File: config.mk
export PLATFORM = sky130hd
export DESIGN_NAME = sram_stream_reader_flat
export DESIGN_NICKNAME = d
export VERILOG_FILES = /design/src/rtl/sram_stream_reader_if.sv /design/src/rtl/sram_stream_reader.sv /design/src/flat_wrapper.sv
export SDC_FILE = /design/constraint.sdc
export NUM_CORES = 1
export LEC_CHECK = 0
export BUFFER_PORTS_ARGS = -buffer_cell sky130_fd_sc_hd__clkbuf_2
export CAP_MARGIN = 5
export CORE_AREA = 3 3 132 134
export CTS_BUF_LIST = sky130_fd_sc_hd__clkbuf_8
export CTS_CLUSTER_SIZE = 8
export DETAILED_ROUTE_END_ITERATION = 10
export DIE_AREA = 0 0 135 137
export PLACE_DENSITY_LB_ADDON = 0.2
export SETUP_SLACK_MARGIN = 0.3
export SLEW_MARGIN = 10
export SYNTH_ARGS = -nofsm -noshare
export SYNTH_HDL_FRONTEND = slang
export SYNTH_SLANG_ARGS = --single-unit
File: constraint.sdc
create_clock -name clk -period 6.5 [get_ports clk]
set_clock_uncertainty 0.15 [all_clocks]
set_input_delay 0.325 -clock clk [delete_from_list [all_inputs] [get_ports clk]]
set_output_delay 0.325 -clock clk [all_outputs]
set_load 0.02 [all_outputs]
File: src/rtl/sram_stream_reader_if.sv
// ============================================================================
// sram_stream_reader_if : SRAM read port plus Avalon-ST source bundle
// Rev 1.0
// ============================================================================
`timescale 1ns/1ps
`default_nettype none

interface sram_stream_reader_if #(
  parameter int ADDR_W = 10,
  parameter int DATA_W = 32
);
  logic [ADDR_W-1:0]   sram_address;
  logic                sram_chipselect;
  logic                sram_write;
  logic [DATA_W/8-1:0] sram_byteenable;
  logic                sram_clken;
  logic [DATA_W-1:0]   sram_readdata;

  logic [DATA_W-1:0]   src_data;
  logic                src_valid;
  logic                src_ready;
  logic                src_startofpacket;
  logic                src_endofpacket;

  modport master (
    output sram_address, sram_chipselect, sram_write, sram_byteenable, sram_clken,
    input  sram_readdata,
    output src_data, src_valid, src_startofpacket, src_endofpacket,
    input  src_ready
  );

  modport slave (
    input  sram_address, sram_chipselect, sram_write, sram_byteenable, sram_clken,
    output sram_readdata,
    input  src_data, src_valid, src_startofpacket, src_endofpacket,
    output src_ready
  );
endinterface

`default_nettype wire

File: src/rtl/sram_stream_reader.sv
// ============================================================================
// sram_stream_reader : sequential SRAM reads presented as one Avalon-ST packet
// Rev 1.0
// ============================================================================
`timescale 1ns/1ps
`default_nettype none

module sram_stream_reader #(
  parameter int ADDR_W = 10,
  parameter int DATA_W = 32,
  parameter int LEN_W  = 11
) (
  input  logic              clk,
  input  logic              reset_n,
  input  logic              i_start,
  input  logic              i_abort,
  input  logic [ADDR_W-1:0] i_base_addr,
  input  logic [LEN_W-1:0]  i_length,
  output logic              o_busy,
  output logic              o_done,
  sram_stream_reader_if.master bus
);

  typedef enum logic [1:0] {
    S_IDLE  = 2'd0,
    S_RUN   = 2'd1,
    S_DRAIN = 2'd2
  } state_t;

  state_t            r_state;
  logic [ADDR_W-1:0] r_addr;
  logic [LEN_W-1:0]  r_len;
  logic [LEN_W-1:0]  r_remaining;
  logic              r_busy;
  logic              r_done;

  logic              r_inflight;
  logic              r_inf_sop;
  logic              r_inf_eop;

  logic [DATA_W-1:0] r_fifo_data [2];
  logic [1:0]        r_fifo_sop;
  logic [1:0]        r_fifo_eop;
  logic              r_rd_ptr;
  logic              r_wr_ptr;
  logic [1:0]        r_count;

  logic              w_valid;
  logic              w_pop;
  logic              w_push;
  logic              w_flush;
  logic [2:0]        w_occ;
  logic              w_issue;
  logic              w_drain_done;

  assign w_valid = (r_count != 2'd0);
  assign w_pop   = w_valid & bus.src_ready;
  assign w_flush = i_abort & (r_state != S_IDLE);
  assign w_push  = r_inflight & ~w_flush;

  // Occupancy the FIFO would reach if nothing new were issued this cycle;
  // an issue is allowed only when that leaves room for the returning word.
  assign w_occ   = {1'b0, r_count} + {2'b00, r_inflight} - {2'b00, w_pop};
  assign w_issue = (r_state == S_RUN) && !i_abort &&
                   (r_remaining != '0) && (w_occ < 3'd2);

  assign w_drain_done = (r_state == S_DRAIN) && !r_inflight &&
                        (r_count == {1'b0, w_pop});

  always_ff @(posedge clk or negedge reset_n) begin
    if (!reset_n) begin
      r_state     <= S_IDLE;
      r_addr      <= '0;
      r_len       <= '0;
      r_remaining <= '0;
      r_busy      <= 1'b0;
      r_done      <= 1'b0;
      r_inflight  <= 1'b0;
      r_inf_sop   <= 1'b0;
      r_inf_eop   <= 1'b0;
    end else begin
      r_done     <= 1'b0;
      r_inflight <= w_issue;
      if (w_issue) begin
        r_addr      <= r_addr + ADDR_W'(1);
        r_remaining <= r_remaining - LEN_W'(1);
        r_inf_sop   <= (r_remaining == r_len);
        r_inf_eop   <= (r_remaining == LEN_W'(1));
      end

      case (r_state)
        S_IDLE: begin
          if (i_start && !i_abort) begin
            if (i_length != '0) begin
              r_addr      <= i_base_addr;
              r_len       <= i_length;
              r_remaining <= i_length;
              r_busy      <= 1'b1;
              r_state     <= S_RUN;
            end else begin
              r_done <= 1'b1;
            end
          end
        end
        S_RUN: begin
          if (i_abort) begin
            r_busy  <= 1'b0;
            r_state <= S_IDLE;
          end else if (w_issue && (r_remaining == LEN_W'(1))) begin
            r_state <= S_DRAIN;
          end
        end
        S_DRAIN: begin
          if (i_abort) begin
            r_busy  <= 1'b0;
            r_state <= S_IDLE;
          end else if (w_drain_done) begin
            r_done  <= 1'b1;
            r_busy  <= 1'b0;
            r_state <= S_IDLE;
          end
        end
        default: begin
          r_busy  <= 1'b0;
          r_state <= S_IDLE;
        end
      endcase
    end
  end

  always_ff @(posedge clk or negedge reset_n) begin
    if (!reset_n) begin
      r_fifo_sop <= '0;
      r_fifo_eop <= '0;
      r_rd_ptr   <= 1'b0;
      r_wr_ptr   <= 1'b0;
      r_count    <= 2'd0;
    end else if (w_flush) begin
      r_rd_ptr <= 1'b0;
      r_wr_ptr <= 1'b0;
      r_count  <= 2'd0;
    end else begin
      if (w_push) begin
        r_fifo_sop[r_wr_ptr] <= r_inf_sop;
        r_fifo_eop[r_wr_ptr] <= r_inf_eop;
        r_wr_ptr             <= ~r_wr_ptr;
      end
      if (w_pop) begin
        r_rd_ptr <= ~r_rd_ptr;
      end
      r_count <= r_count + {1'b0, w_push} - {1'b0, w_pop};
    end
  end

  // Payload storage carries no reset; validity is tracked by r_count alone.
  always_ff @(posedge clk) begin
    if (w_push) begin
      r_fifo_data[r_wr_ptr] <= bus.sram_readdata;
    end
  end

  assign bus.sram_address      = r_addr;
  assign bus.sram_chipselect   = w_issue;
  assign bus.sram_write        = 1'b0;
  assign bus.sram_byteenable   = '1;
  assign bus.sram_clken        = 1'b1;

  assign bus.src_valid         = w_valid;
  assign bus.src_data          = r_fifo_data[r_rd_ptr];
  assign bus.src_startofpacket = w_valid & r_fifo_sop[r_rd_ptr];
  assign bus.src_endofpacket   = w_valid & r_fifo_eop[r_rd_ptr];

  assign o_busy = r_busy;
  assign o_done = r_done;

endmodule

`default_nettype wire

File: src/flat_wrapper.sv
// flat-port wrapper written by rule: the top's interface ports become plain ports
module sram_stream_reader_flat 
#(
  parameter int ADDR_W = 10,
  parameter int DATA_W = 32,
  parameter int LEN_W  = 11
)
  (clk, reset_n, i_start, i_abort, i_base_addr, i_length, o_busy, o_done, bus_sram_address, bus_sram_chipselect, bus_sram_write, bus_sram_byteenable, bus_sram_clken, bus_sram_readdata, bus_src_data, bus_src_valid, bus_src_startofpacket, bus_src_endofpacket, bus_src_ready);
  sram_stream_reader_if #(.ADDR_W(ADDR_W), .DATA_W(DATA_W)) bus_i ();
  input  logic clk;
  input  logic reset_n;
  input  logic i_start;
  input  logic i_abort;
  input  logic [ADDR_W-1:0] i_base_addr;
  input  logic [LEN_W-1:0] i_length;
  output logic o_busy;
  output logic o_done;
  output wire logic [$bits(bus_i.sram_address)-1:0] bus_sram_address;
  output wire logic [$bits(bus_i.sram_chipselect)-1:0] bus_sram_chipselect;
  output wire logic [$bits(bus_i.sram_write)-1:0] bus_sram_write;
  output wire logic [$bits(bus_i.sram_byteenable)-1:0] bus_sram_byteenable;
  output wire logic [$bits(bus_i.sram_clken)-1:0] bus_sram_clken;
  input wire logic [$bits(bus_i.sram_readdata)-1:0] bus_sram_readdata;
  output wire logic [$bits(bus_i.src_data)-1:0] bus_src_data;
  output wire logic [$bits(bus_i.src_valid)-1:0] bus_src_valid;
  output wire logic [$bits(bus_i.src_startofpacket)-1:0] bus_src_startofpacket;
  output wire logic [$bits(bus_i.src_endofpacket)-1:0] bus_src_endofpacket;
  input wire logic [$bits(bus_i.src_ready)-1:0] bus_src_ready;
  assign bus_sram_address = bus_i.sram_address;
  assign bus_sram_chipselect = bus_i.sram_chipselect;
  assign bus_sram_write = bus_i.sram_write;
  assign bus_sram_byteenable = bus_i.sram_byteenable;
  assign bus_sram_clken = bus_i.sram_clken;
  assign bus_i.sram_readdata = bus_sram_readdata;
  assign bus_src_data = bus_i.src_data;
  assign bus_src_valid = bus_i.src_valid;
  assign bus_src_startofpacket = bus_i.src_startofpacket;
  assign bus_src_endofpacket = bus_i.src_endofpacket;
  assign bus_i.src_ready = bus_src_ready;
  sram_stream_reader #(.ADDR_W(ADDR_W), .DATA_W(DATA_W), .LEN_W(LEN_W)) u_core (.clk(clk), .reset_n(reset_n), .i_start(i_start), .i_abort(i_abort), .i_base_addr(i_base_addr), .i_length(i_length), .o_busy(o_busy), .o_done(o_done), .bus(bus_i));
endmodule
==> results of run 1 <==
## tightest hold or removal path, cell delays in order
cell and delay [ns]:
clkbuf_2 0.09, nand2_1 0.05, nand2_1 0.05
## cell type report
class,instances,area [um^2]
fillers,1608,10100
flip-flops and latches,111,3100
multi-input cells,238,1700
repair buffers,148,948
well taps,220,275
clock buffers,9,124
clock inverters,7,88.8
inverters,7,28.8
## flip-flops by register name (all words and copies together) (netlist names), 2 cells and up
register,flops
u_core.r_remaining,11
u_core.r_len,11
u_core.r_fifo_eop,2
u_core.r_fifo_data,64
u_core.bus.sram_address,10
u_core.r_count,2
u_core.r_fifo_sop,2
u_core.r_state,2
## cell families after synthesis
kind of cell | Yosys count | share of synthesized area
compound gates | 34 | 0.0402
xor+xnor | 33 | 0.0588
fa+ha+maj | 5 | 0.0143
buf+inv | 26 | 0.0288
flops | 111 | 0.631
mux | 38 | 0.0866
other cells | 2 | 0.00153
simple gates | 122 | 0.139
## metal layers
layer / up-vias / GRT usage
li1: 1594 / -
met1: 1558 / 0.157
met2: 88 / 0.200
met3: 12 / 0.0246
met4: 0 / 0.0420
met5: - / 0
## how the worst max path moves through the flow
stage                           start              endpoint  cells past startpoint
global placement    u_core.r_count[1]   bus_sram_chipselect                     10
floorplan           u_core.r_state[1]  u_core.r_fifo_eop[0]                      5
detailed placement  u_core.r_count[1]   bus_sram_chipselect                     10
finish              u_core.r_count[1]   bus_sram_chipselect                     10
global route        u_core.r_count[1]   bus_sram_chipselect                     10
CTS                 u_core.r_count[1]   bus_sram_chipselect                     10
## cell usage after synthesis, types with 3 or more instances
master    instances
buf_2             3
and3_1            3
mux2_2           36
nor4_2            3
ha_1              4
nand2_1          55
dfrtp_1          47
inv_1             6
and2_1            3
nand3_1           7
edfxtp_1         64
buf_1             3
clkbuf_1          4
nor4_1            4
a21oi_1           4
buf_4             8
xor2_1           14
o21ai_1           5
o21ai_0          15
nor2_1           17
xnor2_1          19
nor3_1           10
## stage by stage
stage | setup slack [ns] | util | total power [mW] | cell area [um^2]
after global routing | 2.52 | 0.382 | 2.07 | 6260
after global placement | 3.29 | 0.344 | 1.50 | 5650
after CTS | 2.76 | 0.382 | 1.98 | 6260
after detailed placement | 3.22 | 0.344 | 1.50 | 5650
final | 2.83 | 0.382 | 1.94 | 6260
after floorplan | 3.40 | - | 1.32 | 4930
## what timing repair did
item / in CTS / in global routing
hold endpoints to repair: 118 / 0
setup buffers: 0 / 0
hold buffers: 40 / 0
## power by group
| part | switching, mW | internal (mW) | leakage [nW] |
|---|---|---|---|
| combinational | 0.289 | 0.240 | 1.28 |
| sequential | 0.119 | 0.845 | 1.17 |
| clock | 0.233 | 0.215 | 0.112 |
==> metrics, run 1 <==
status complete, no violations; Post-DP HPWL 7440 um; clk buf depth 2; Cell Area, Synth 0.00491 mm^2; row count 47; core box area 0.0164 mm^2; RSZ-0062 raised after global routing no; number of synthesized flops with an enable pin 64; max-slew violations 0; sequential share of the synthesized area 0.631; YS warnings 0; wire length on met1 4910 um; root buffer cell clkbuf_8; routed wl met2 5060 um; commonest non-fill, non-tap cell in the layout clkbuf_2; Yosys reg bits 111; asr flop ratio synth 0.423; path type of the worst setup path reg -> out; # resized after CTS 0; IO Pins 112; H-tree depth 3; vias in the first global route 3395; grt ovf 0; clk sinks 111; minimum clock period 3.67 ns; reg-to-reg setup timing slack 3.40 ns; largest net degree at the start of global routing 48; Hold EP u_core.r_len[6]; initial core utilization 0.299; max-cap viol count 0; type of the most critical hold path in -> reg; nets 578; period utilisation layout 0.564; Synth cell types 51; Avg Cell Area, Syn 13.2 um^2; nature of the critical path startpoint register; TNS Setup 0 ns; Hold Path Depth 3; # DRC 0; total number of vias 3252; largest vdd supply drop 115 uV; post-synth top area share 0.391; worst hold margin 0.0298 ns; endpoints failing hold 0; vias per cell 4.39; Die Span X 135 um; Leak 2.56 nW; Slowest-stage cell, CP fa_1; Max transition margin 0.298; GRT Overall Usage 0.120; Clock Latency Late Sink 0.38 ns; WL per Instance 14.5 um; Post-Synthesis Cells 371; CP top delay family simple AND/OR/NAND/NOR gates; slowest stage delay, CP 0.51 ns; die height 137 um; hold_sp i_length[6]; Final ANT Viol Nets 0; share of cells above drive strength 1 0.333; r2r endpoint u_core.bus.sram_address[0]; DR WL met3 619 um; die area 0.0185 mm^2; crit path cell chain nor2_1 > inv_1 > nand2_1 > nor2_1 > fa_1 > and4bb_1 > nand2_1 > or2_1 > inv_4 > clkbuf_2; clk slew on worst S/H paths 0.10 ns; routability cong. 0.736; Max FO, Critical Path 11; first-pass GRT wire length 17500 um; CP bufs+invs 3; Max Freq 273 MHz; Arr. time, crit path 3.19 ns; Worst Setup End Kind output pin; DRT Pass-1 Iters 4; Slew @ Worst Pin 1.05 ns; Num CTS Buffers 9; port buffer count 105; Post-Layout Cell Count 740; Final Setup Violations 0; most frequent cells in the layout clkbuf_2 (105), edfxtp_1 (64), nand2_1 (55); initial DRC count 156; uppermost routed layer met4; Ant. Diodes 0; cell taking the most area after synthesis edfxtp_1; Pwr per Cell Area 310 mW/mm^2; WP data required 6.02 ns; CTS tree yes; reg-to-reg startpoint u_core.r_count[1]; final WL 10700 um; area grow syn2layout 27.4%; dpl cells 684; top cells by area, synth edfxtp_1 (39%), dfrtp_1 (24%), mux2_2 (8.3%); Main synth FF type edfxtp_1; initial antenna violation count 0; R2R depth 11
(Power assumes the default switching activity.)
==> run 2, diff against run 1 <==
Clock period 6.5 ns to 3.7 ns, I/O delays scaled along.
==> metrics, run 2 (synthesis gave the netlist of run 1 again) <==
first-pass GRT wire length 17500 um (+0.12%); CP top delay family simple AND/OR/NAND/NOR gates; Pwr per Cell Area 536 mW/mm^2 (+73%); initial DRC count 123 (-21%); period utilisation layout 0.863; most frequent cells in the layout clkbuf_2 (105), edfxtp_1 (64), nand2_1 (55); grt ovf 0 (unchanged); clk sinks 111 (unchanged); Largest regs u_core.r_fifo_data (64), u_core.r_len (11), u_core.r_remaining (11); max reg flops 64 (unchanged); Arr. time, crit path 2.86 ns (-0.33 ns); endpoints failing hold 0 (unchanged); Power Total 3.45 mW (+78%); reg-to-reg setup timing slack 0.92 ns (-2.48 ns); root buffer cell clkbuf_8; Final ANT Viol Nets 0 (unchanged); Die Span X 135 um (unchanged); Max transition margin 0.397 (+0.0995); max-slew violations 0 (unchanged); largest vdd supply drop 196 uV (+70%); vias in the first global route 3456 (+1.8%); Worst path most repeated cell nand2_1; Final Setup Violations 0 (unchanged); hold_sp i_start; minimum clock period 3.19 ns; DRT Pass-1 Iters 4 (unchanged); WP data required 3.37 ns (-2.65 ns); Int Power 2.31 mW (+77%); commonest non-fill, non-tap cell in the layout clkbuf_2; GRT Overall Usage 0.119 (-0.000754); H-tree depth 3 (unchanged); path type of the worst setup path reg -> out; Post-Layout Cell Count 757 (+2.3%); combinational power share 0.277 (+0.004); Worst Setup End Kind output pin; clock power share 0.232 (about the same); type of the most critical hold path in -> reg; share of cells above drive strength 1 0.335 (+0.00250); Final Cell Area 0.00644 mm^2 (+2.8%); crit path cell chain nor2_2 > inv_1 > nand2_1 > nor2_1 > fa_1 > and4bb_1 > nand2_1 > buf_4 > or2_4 > inv_4 > clkbuf_2; max-cap viol count 0 (unchanged); Slowest-stage cell, CP fa_1; switching share of power 0.331 (+0.00102); Flop pwr share 0.491 (-0.006); Util after Layout 0.392 (+0.0108); WL per Instance 14.3 um (-1.3%); Max FO, Critical Path 11 (unchanged); CP Launch Point u_core.r_count[1]; Clock Latency Late Sink 0.37 ns (about the same); clk buf depth 2 (unchanged); CP bufs+invs 4 (+1); slowest stage delay, CP 0.51 ns (about the same); die area 0.0185 mm^2 (unchanged); RSZ-0062 raised after global routing no; die height 137 um (unchanged); largest net degree at the start of global routing 36 (-25%); vias per cell 4.44 (+0.97%); routability cong. 0.763 (+3.6%); Slew @ Worst Pin 0.904 ns (-0.147 ns); # DRC 0 (unchanged); row count 47 (unchanged); clk slew on worst S/H paths 0.10 ns (about the same); status complete, no violations; fin worst setup slack 0.508 ns (-2.32 ns); Max Freq 313 MHz; dpl cells 687 (+0.44%); Num CTS Buffers 9 (unchanged); total number of vias 3359 (+3.3%); CTS tree yes; initial core utilization 0.299 (unchanged); worst hold margin 0.0344 ns (+0.00461 ns); reg-to-reg startpoint u_core.r_count[1]; IO Pins 112 (unchanged); Hold Path Depth 4 (+1); Ant. Diodes 0 (unchanged); port buffer count 105 (unchanged); pre-CTS setup slack 0.761 ns (-2.46 ns); final WL 10800 um (+0.92%); area grow syn2layout 31.0%; sw power 1.14 mW (+78%); nature of the critical path startpoint register; R2R depth 12 (+1); nets 595 (+2.9%); Worst path depth 11 (+1); Post-DP HPWL 7660 um (+2.9%); Top reg by flops u_core.r_fifo_data; initial antenna violation count 0 (unchanged); TNS Setup 0 ns (unchanged); Leak 2.63 nW (+2.9%); placed cell area 0.00567 mm^2 (+0.40%); core box area 0.0164 mm^2 (unchanged)
## run 2: layer usage
| metal | share of wire | vias to the layer above | track usage |
|---|---|---|---|
| li1 | - | 1627 | - |
| met1 | 0.45 | 1638 | 0.151 |
| met2 | 0.49 | 83 | 0.205 |
| met3 | 0.046 | 11 | 0.0232 |
| met4 | 0.014 | 0 | 0.0437 |
| met5 | 0 | - | 0 |
## run 2: power groups by stage
stage          Combinational, mW  Clock (mW)  Sequential, mW
3_3_place_gp               0.914           0            1.72
2_1_floorplan              0.652           0            1.68
6_report                   0.955       0.800            1.69
4_1_cts                    0.971       0.834            1.70
3_5_place_dp               0.916           0            1.73
5_1_grt                     1.05       0.881            1.73
## run 2: repair_timing
action	in CTS	in global routing
resized for setup	0	3
hold buffers	54	0
setup endpoints to repair	0	1
endpoints found under the hold margin	123	0
setup buffers	0	0
## run 2: final cells by class
| class | count | area, um^2 |
|---|---|---|
| clock buffers | 9 | 124 |
| clock inverters | 7 | 96.3 |
| fillers | 1604 | 9970 |
| inverters | 7 | 28.8 |
| multi-input cells | 238 | 1700 |
| flip-flops and latches | 111 | 3100 |
| well taps | 220 | 275 |
| repair buffers | 165 | 1110 |
## run 2: worst paths after layout
check	endpoint
min in group asynchronous	u_core.bus.sram_address[8]
worst max register to register	u_core.bus.sram_address[0]
worst max-delay path	bus_sram_chipselect
worst min-delay path	u_core.o_done
max in group asynchronous	u_core.r_count[1]
worst min register to register	u_core.r_len[0]
## run 2: worst register-to-register path, delay by kind of cell (launching register included)
family / cells / cell delay, ns
AND/OR/NAND/NOR: 6 / 0.97
adder cells (fa/ha/maj): 1 / 0.51
flip-flops: 1 / 0.47
buffers and inverters: 3 / 0.37
XOR/XNOR: 1 / 0.11
AO/OA/AOI/OAI: 1 / 0.09
